## src/rtl/rggen_register_bus_initiator_pkg.sv

```systemverilog
// Shared encodings and FSM state type for the register bus initiator.
// The responder side uses the same access and status codes.
package rggen_register_bus_initiator_pkg;

    localparam logic [1:0] ACCESS_POSTED_WRITE = 2'b01;
    localparam logic [1:0] ACCESS_READ         = 2'b10;
    localparam logic [1:0] ACCESS_WRITE        = 2'b11;

    localparam logic [1:0] STATUS_OKAY   = 2'b00;
    localparam logic [1:0] STATUS_EXOKAY = 2'b01;
    localparam logic [1:0] STATUS_SLVERR = 2'b10;
    localparam logic [1:0] STATUS_DECERR = 2'b11;

    typedef enum logic [1:0] {
        STATE_IDLE    = 2'd0,
        STATE_BUSY    = 2'd1,
        STATE_RESPOND = 2'd2
    } state_e;

    function automatic logic is_legal_access(input logic [1:0] access);
        return (access == ACCESS_READ) || (access == ACCESS_WRITE) ||
               (access == ACCESS_POSTED_WRITE);
    endfunction

    // Read data is only forwarded for reads that completed without error.
    function automatic logic has_read_data(input logic [1:0] access, input logic [1:0] status);
        return (access == ACCESS_READ) &&
               ((status == STATUS_OKAY) || (status == STATUS_EXOKAY));
    endfunction

endpackage

```

## src/rtl/rggen_bus_timeout_counter.sv

```systemverilog
// Saturating wait-cycle counter for the register bus initiator.
// Expired asserts once LIMIT cycles have been counted; LIMIT = 0 disables it.
module rggen_bus_timeout_counter #(
    parameter int WIDTH = 8,
    parameter int LIMIT = 0
)(
    input  logic i_clk,
    input  logic i_rst,
    input  logic i_clear,
    input  logic i_enable,
    output logic o_expired
);

    localparam logic [WIDTH-1:0] LIMIT_VALUE = WIDTH'(LIMIT);

    logic [WIDTH-1:0] count;

    always_ff @(posedge i_clk) begin
        if (i_rst || i_clear) begin
            count <= '0;
        end else if (i_enable && (count != LIMIT_VALUE)) begin
            count <= count + 1'b1;
        end
    end

    // The cycle that sees count == LIMIT is the (LIMIT+1)-th waiting cycle.
    assign o_expired = (LIMIT != 0) && (count == LIMIT_VALUE);

endmodule

```

## src/rtl/rggen_register_bus_initiator.sv

```systemverilog
// Register bus initiator: one command at a time from a valid/ready front end,
// drives the responder array and returns a registered response.
//
// state   | meaning
// IDLE    | ready for a command, no bus request
// BUSY    | bus request held, waiting for ready / inactive / timeout
// RESPOND | response valid, waiting for the consumer
module rggen_register_bus_initiator
    import rggen_register_bus_initiator_pkg::*;
#(
    parameter int ADDRESS_WIDTH         = 8,
    parameter int BUS_WIDTH             = 32,
    parameter int TIMEOUT_CYCLES        = 0,
    parameter int TIMEOUT_COUNTER_WIDTH = 8
)(
    input  logic                     i_clk,
    input  logic                     i_rst,
    input  logic                     i_cmd_valid,
    output logic                     o_cmd_ready,
    input  logic [1:0]               i_cmd_access,
    input  logic [ADDRESS_WIDTH-1:0] i_cmd_address,
    input  logic [BUS_WIDTH-1:0]     i_cmd_write_data,
    input  logic [BUS_WIDTH-1:0]     i_cmd_strobe,
    output logic                     o_register_valid,
    output logic [1:0]               o_register_access,
    output logic [ADDRESS_WIDTH-1:0] o_register_address,
    output logic [BUS_WIDTH-1:0]     o_register_write_data,
    output logic [BUS_WIDTH-1:0]     o_register_strobe,
    input  logic                     i_register_active,
    input  logic                     i_register_ready,
    input  logic [1:0]               i_register_status,
    input  logic [BUS_WIDTH-1:0]     i_register_read_data,
    output logic                     o_rsp_valid,
    input  logic                     i_rsp_ready,
    output logic [1:0]               o_rsp_status,
    output logic [BUS_WIDTH-1:0]     o_rsp_read_data
);

    state_e state;
    state_e state_next;
    logic   timeout_expired;

    rggen_bus_timeout_counter #(
        .WIDTH (TIMEOUT_COUNTER_WIDTH),
        .LIMIT (TIMEOUT_CYCLES)
    ) u_timeout_counter (
        .i_clk     (i_clk),
        .i_rst     (i_rst),
        .i_clear   (state != STATE_BUSY),
        .i_enable  (state == STATE_BUSY),
        .o_expired (timeout_expired)
    );

    always_ff @(posedge i_clk) begin
        if (i_rst) begin
            state <= STATE_IDLE;
        end else begin
            state <= state_next;
        end
    end

    always_comb begin
        state_next = state;
        case (state)
            STATE_IDLE: begin
                if (i_cmd_valid) begin
                    state_next = is_legal_access(i_cmd_access) ? STATE_BUSY : STATE_RESPOND;
                end
            end
            STATE_BUSY: begin
                if (i_register_ready || !i_register_active || timeout_expired) begin
                    state_next = STATE_RESPOND;
                end
            end
            STATE_RESPOND: begin
                if (i_rsp_ready) begin
                    state_next = STATE_IDLE;
                end
            end
            default: state_next = STATE_IDLE;
        endcase
    end

    always_comb begin
        o_cmd_ready      = 1'b0;
        o_register_valid = 1'b0;
        o_rsp_valid      = 1'b0;
        case (state)
            STATE_IDLE:    o_cmd_ready      = 1'b1;
            STATE_BUSY:    o_register_valid = 1'b1;
            STATE_RESPOND: o_rsp_valid      = 1'b1;
            default:       o_cmd_ready      = 1'b0;
        endcase
    end

    // Bus fields and response are only written on state-changing cycles,
    // so they stay stable while BUSY or RESPOND is held.
    always_ff @(posedge i_clk) begin
        if (i_rst) begin
            o_register_access     <= '0;
            o_register_address    <= '0;
            o_register_write_data <= '0;
            o_register_strobe     <= '0;
            o_rsp_status          <= '0;
            o_rsp_read_data       <= '0;
        end else begin
            case (state)
                STATE_IDLE: begin
                    if (i_cmd_valid) begin
                        if (is_legal_access(i_cmd_access)) begin
                            o_register_access     <= i_cmd_access;
                            o_register_address    <= i_cmd_address;
                            o_register_write_data <= i_cmd_write_data;
                            o_register_strobe     <= i_cmd_strobe;
                        end else begin
                            o_rsp_status    <= STATUS_SLVERR;
                            o_rsp_read_data <= '0;
                        end
                    end
                end
                STATE_BUSY: begin
                    if (i_register_ready) begin
                        o_rsp_status    <= i_register_status;
                        o_rsp_read_data <= has_read_data(o_register_access, i_register_status)
                                           ? i_register_read_data : '0;
                    end else if (!i_register_active) begin
                        o_rsp_status    <= STATUS_DECERR;
                        o_rsp_read_data <= '0;
                    end else if (timeout_expired) begin
                        o_rsp_status    <= STATUS_SLVERR;
                        o_rsp_read_data <= '0;
                    end
                end
                default: begin
                end
            endcase
        end
    end

endmodule
```

## config.mk

```make
export PLATFORM = sky130hd
export DESIGN_NAME = rggen_register_bus_initiator
export DESIGN_NICKNAME = d
export VERILOG_FILES = /design/src/rtl/rggen_register_bus_initiator_pkg.sv /design/src/rtl/rggen_bus_timeout_counter.sv /design/src/rtl/rggen_register_bus_initiator.sv
export SDC_FILE = /design/constraint.sdc
export NUM_CORES = 1
export LEC_CHECK = 0
export CORE_MARGIN = 3
export CORE_UTILIZATION = 40
export DETAILED_ROUTE_END_ITERATION = 7
export DONT_BUFFER_PORTS = 1
export PLACE_DENSITY = 0.68
export SLEW_MARGIN = 10
export SYNTH_ARGS = -nofsm -noshare
export SYNTH_HDL_FRONTEND = slang
export SYNTH_SLANG_ARGS = --single-unit
```

## constraint.sdc

```tcl
create_clock -name i_clk -period 1.4 [get_ports i_clk]
set_input_delay 0.28 -clock i_clk [delete_from_list [all_inputs] [get_ports i_clk]]
set_output_delay 0.28 -clock i_clk [all_outputs]
set_load 0.05 [all_outputs]
```

==> impl_metrics.py <==
metrics = {
    "status": {
        "status": "finished with violations",
        "violations": "negative setup slack",
    },
    "placed_design": {
        "hpwlAfterDp_um": 7120,
        "placed_area_mm2": 0.00470,
        "dpl.cell_count": 545,
        "place.gp.congestion": 0.698,
        "port_buffers": 0,
    },
    "sta": {
        "slew_viol_final": 0,
        "hold_violations": 0,
        "setup_viol": 8,
        "relSlewSlack_pct": 63.2,
        "worst_slew_pin_slew_ps": 551,
        "fin_crit_ps": 1420,
        "skew_ps": 5.69,
        "finalCritPeriodShare_pct": 101,
        "rsz0062_at_grt": "yes",
        "final.setup.worst_slack_ps": -17.8,
        "fmax_ghz": 0.705,
    },
    "finish": {
        "stdcell_count": 575,
        "fin_util_pct": 47.8,
        "antenna_cells": 0,
        "drive_above_1_share_pct": 12.2,
        "fin_nets": 544,
        "syn_to_final_growth_pct": 14.7,
        "fillerInstances": 1012,
        "stdcell_area_mm2": 0.00528,
    },
    "setup_path": {
        "crit_buf_inv": 2,
        "path_max_fanout": 7,
        "cp.required_ps": 1660,
        "critical_path_class": "flop to flop",
        "crit_path_end_kind": "flop",
        "max_stage_delay_ps": 360,
        "cp_top_family": "simple AND/OR/NAND/NOR gates",
        "path_cells": "nor3b_4 > and2b_4 > buf_12 > buf_12 > mux2i_1",
        "slowest_stage": "dfxtp_4",
        "cp_common_cell": "buf_12",
        "critPathArrivalTime_ps": 1680,
        "worst_setup_path_start_kind": "flop",
    },
    "floorplan": {
        "pin_count": 225,
        "num_rows": 38,
        "initial_core_util_pct": 41.7,
        "core_mm2": 0.0110,
        "die-area_mm2": 0.0128,
        "die_h_um": 113,
        "fp.dieW_um": 113,
    },
    "yosys": {
        "yosysWarnings": 0,
        "ys.flop_type": "dfxtp_1",
        "yosysUniqueCellTypes": 25,
        "synth_xor_xnor_area_share_pct": 0,
        "synth_top_family_by_area": "simple AND/OR/NAND/NOR gates",
        "synth-edff-count": 0,
        "syn_nets": 536,
        "muxShareOfSynthArea_pct": 15.7,
        "syn_area_mm2": 0.00460,
        "synth-async-reset-ratio_pct": 0,
        "synthAdderAreaFrac_pct": 0,
        "ys_seq_area_share_pct": 47.9,
        "synthCells": 422,
        "syn_avg_cell_area_um2": 10.9,
        "synth_compound_area_share_pct": 8.00,
        "synth-simple-area-share_pct": 22.3,
        "ys_ff_latch": 110,
    },
    "routing": {
        "post-route-drc-count": 0,
        "ant_nets": 0,
        "drtIter0Drc": 127,
        "via_per_inst": 5.10,
        "wl_per_cell_um": 18.4,
        "vias": 2934,
        "drt_first_pass_iters": 4,
        "wl_um": 10600,
    },
    "job": {
        "cap_violations": 0,
    },
    "clock_tree": {
        "cts_root_buf": "clkbuf_16",
        "cts_htree_levels": 3,
        "cts_buffers": 9,
        "clkTransAtPathRegs_ps": 70,
        "clock_sinks": 110,
        "clock_latency_ps": 340,
        "tritoncts": "done",
        "clockBufferDepth": 2,
    },
    "grt": {
        "globalRouteTotalUtil_pct": 15.2,
        "grt_pass1_vias": 2956,
        "grt-ovfl-total": 0,
        "grt_pass1_wl_um": 15300,
        "antenna_found_initial": 0,
        "grt_max_degree": 155,
    },
    "pwr": {
        "p_leak_nw": 2.01,
        "total_power_mw": 7.24,
        "p_per_area_mw_per_mm2": 1370,
        "ir_drop_mv": 1.17,
        "internal_power_mw": 5.14,
        "combPwrFrac_pct": 11.6,
        "sw_frac_of_total_pct": 29.0,
        "power_frac_clock_pct": 34.2,
        "seq_power_share_pct": 54.3,
        "p_switching_mw": 2.10,
    },
    "worst_hold_path": {
        "worstHoldPathType": "primary input to flop",
    },
}
## final cells by class
cell class              instances  area (um2)  share of cell area (%)
clock buffers                  11         233                    4.41
clock inverters                 5        60.1                    1.14
inverters                       2        7.51                   0.142
multi-input cells             277        2130                    40.4
flip-flops and latches        110        2210                    41.9
well taps                     140         175                    3.32
repair buffers                 30         458                    8.68
## state kept, by name (all words and copies together) (netlist names)
register               cells
o_register_access          2
o_register_address         8
o_register_strobe         32
o_register_write_data     32
o_rsp_read_data           32
o_rsp_status               2
state                      2
## path summary, 6_finish.rpt
path                                  start                   endpoint  slack (ps)  cells after the start
setup / recovery                   state[0]      o_register_strobe[27]         -20                      5
hold / removal                        i_rst            o_rsp_status[1]          50                      1
setup reg to reg                   state[0]      o_register_strobe[27]         -20                      5
hold reg to reg   o_register_write_data[14]  o_register_write_data[14]         480                      2
## per-stage QoR
| step | hold WS (ps) | setup slack, ps | TNS [ps] |
|---|---|---|---|
| floorplan | 413 | 0.385 | 0 |
| finish | 50.4 | -17.8 | -76.4 |
| global route | 8.18 | -88.1 | -3120 |
| CTS | 1.77 | -29.0 | -54.3 |
| detailed placement | 359 | -41.3 | -296 |
| global placement | 361 | 52.3 | 0 |
## layer usage
metal	vias up	track usage, %	wire length [um]
li1	1427	-	-
met1	1346	15.7	4010
met2	153	26.9	5280
met3	8	8.02	1210
met4	0	4.09	90
met5	-	0	0
## cells by family after synthesis
kind of cell / count (synthesis)
DFF: 110
muxes: 72
AOI/OAI and AO/OA: 43
buffers and inverters: 35
and+or+nand+nor: 162
## power groups by stage
stage	combinational, mW	clock [mW]	sequential [mW]
floorplan	0.591	0	4.01
global placement	0.652	0	4.00
detailed placement	0.675	0	4.01
CTS	0.718	2.57	3.94
global route	0.903	2.70	3.95
finish	0.838	2.48	3.93
## cells in the final DEF (no fill, tap or decap), types with 2 or more instances in the layout
cell,count
dfxtp_1,107
nand3b_1,3
buf_4,11
dfxtp_4,2
mux2i_1,71
clkbuf_16,14
o21ai_1,2
clkinv_4,2
buf_6,2
buf_12,8
a21oi_1,4
a22o_1,32
inv_1,2
nand2b_1,149
nor2_1,2
buf_8,2
clkbuf_1,2
## synth_stat cells (2+ instances only)
cell | instances | area share, %
buf_4 | 2 | 0.33
o21ai_1 | 2 | 0.22
dfxtp_1 | 110 | 48
inv_1 | 2 | 0.16
a22o_1 | 32 | 6.1
buf_12 | 7 | 3.0
buf_6 | 3 | 0.73
nand2b_1 | 149 | 20
clkbuf_1 | 16 | 1.3
nand3b_1 | 3 | 0.49
mux2i_1 | 72 | 16
a21oi_1 | 4 | 0.44
nor2b_1 | 3 | 0.41
buf_2 | 5 | 0.54
nor2_1 | 2 | 0.16
## repair_timing
action | 4_1_cts | 5_1_grt
gates cloned | 1 | 7
setup endpoints to repair | 48 | 87
hold endpoints to repair | 2 | 0
hold buffers | 1 | 0
resized for setup | 7 | 3
buffers inserted | 3 | 2
pin swaps | 1 | 1
Power figures use the tool's default switching activity.
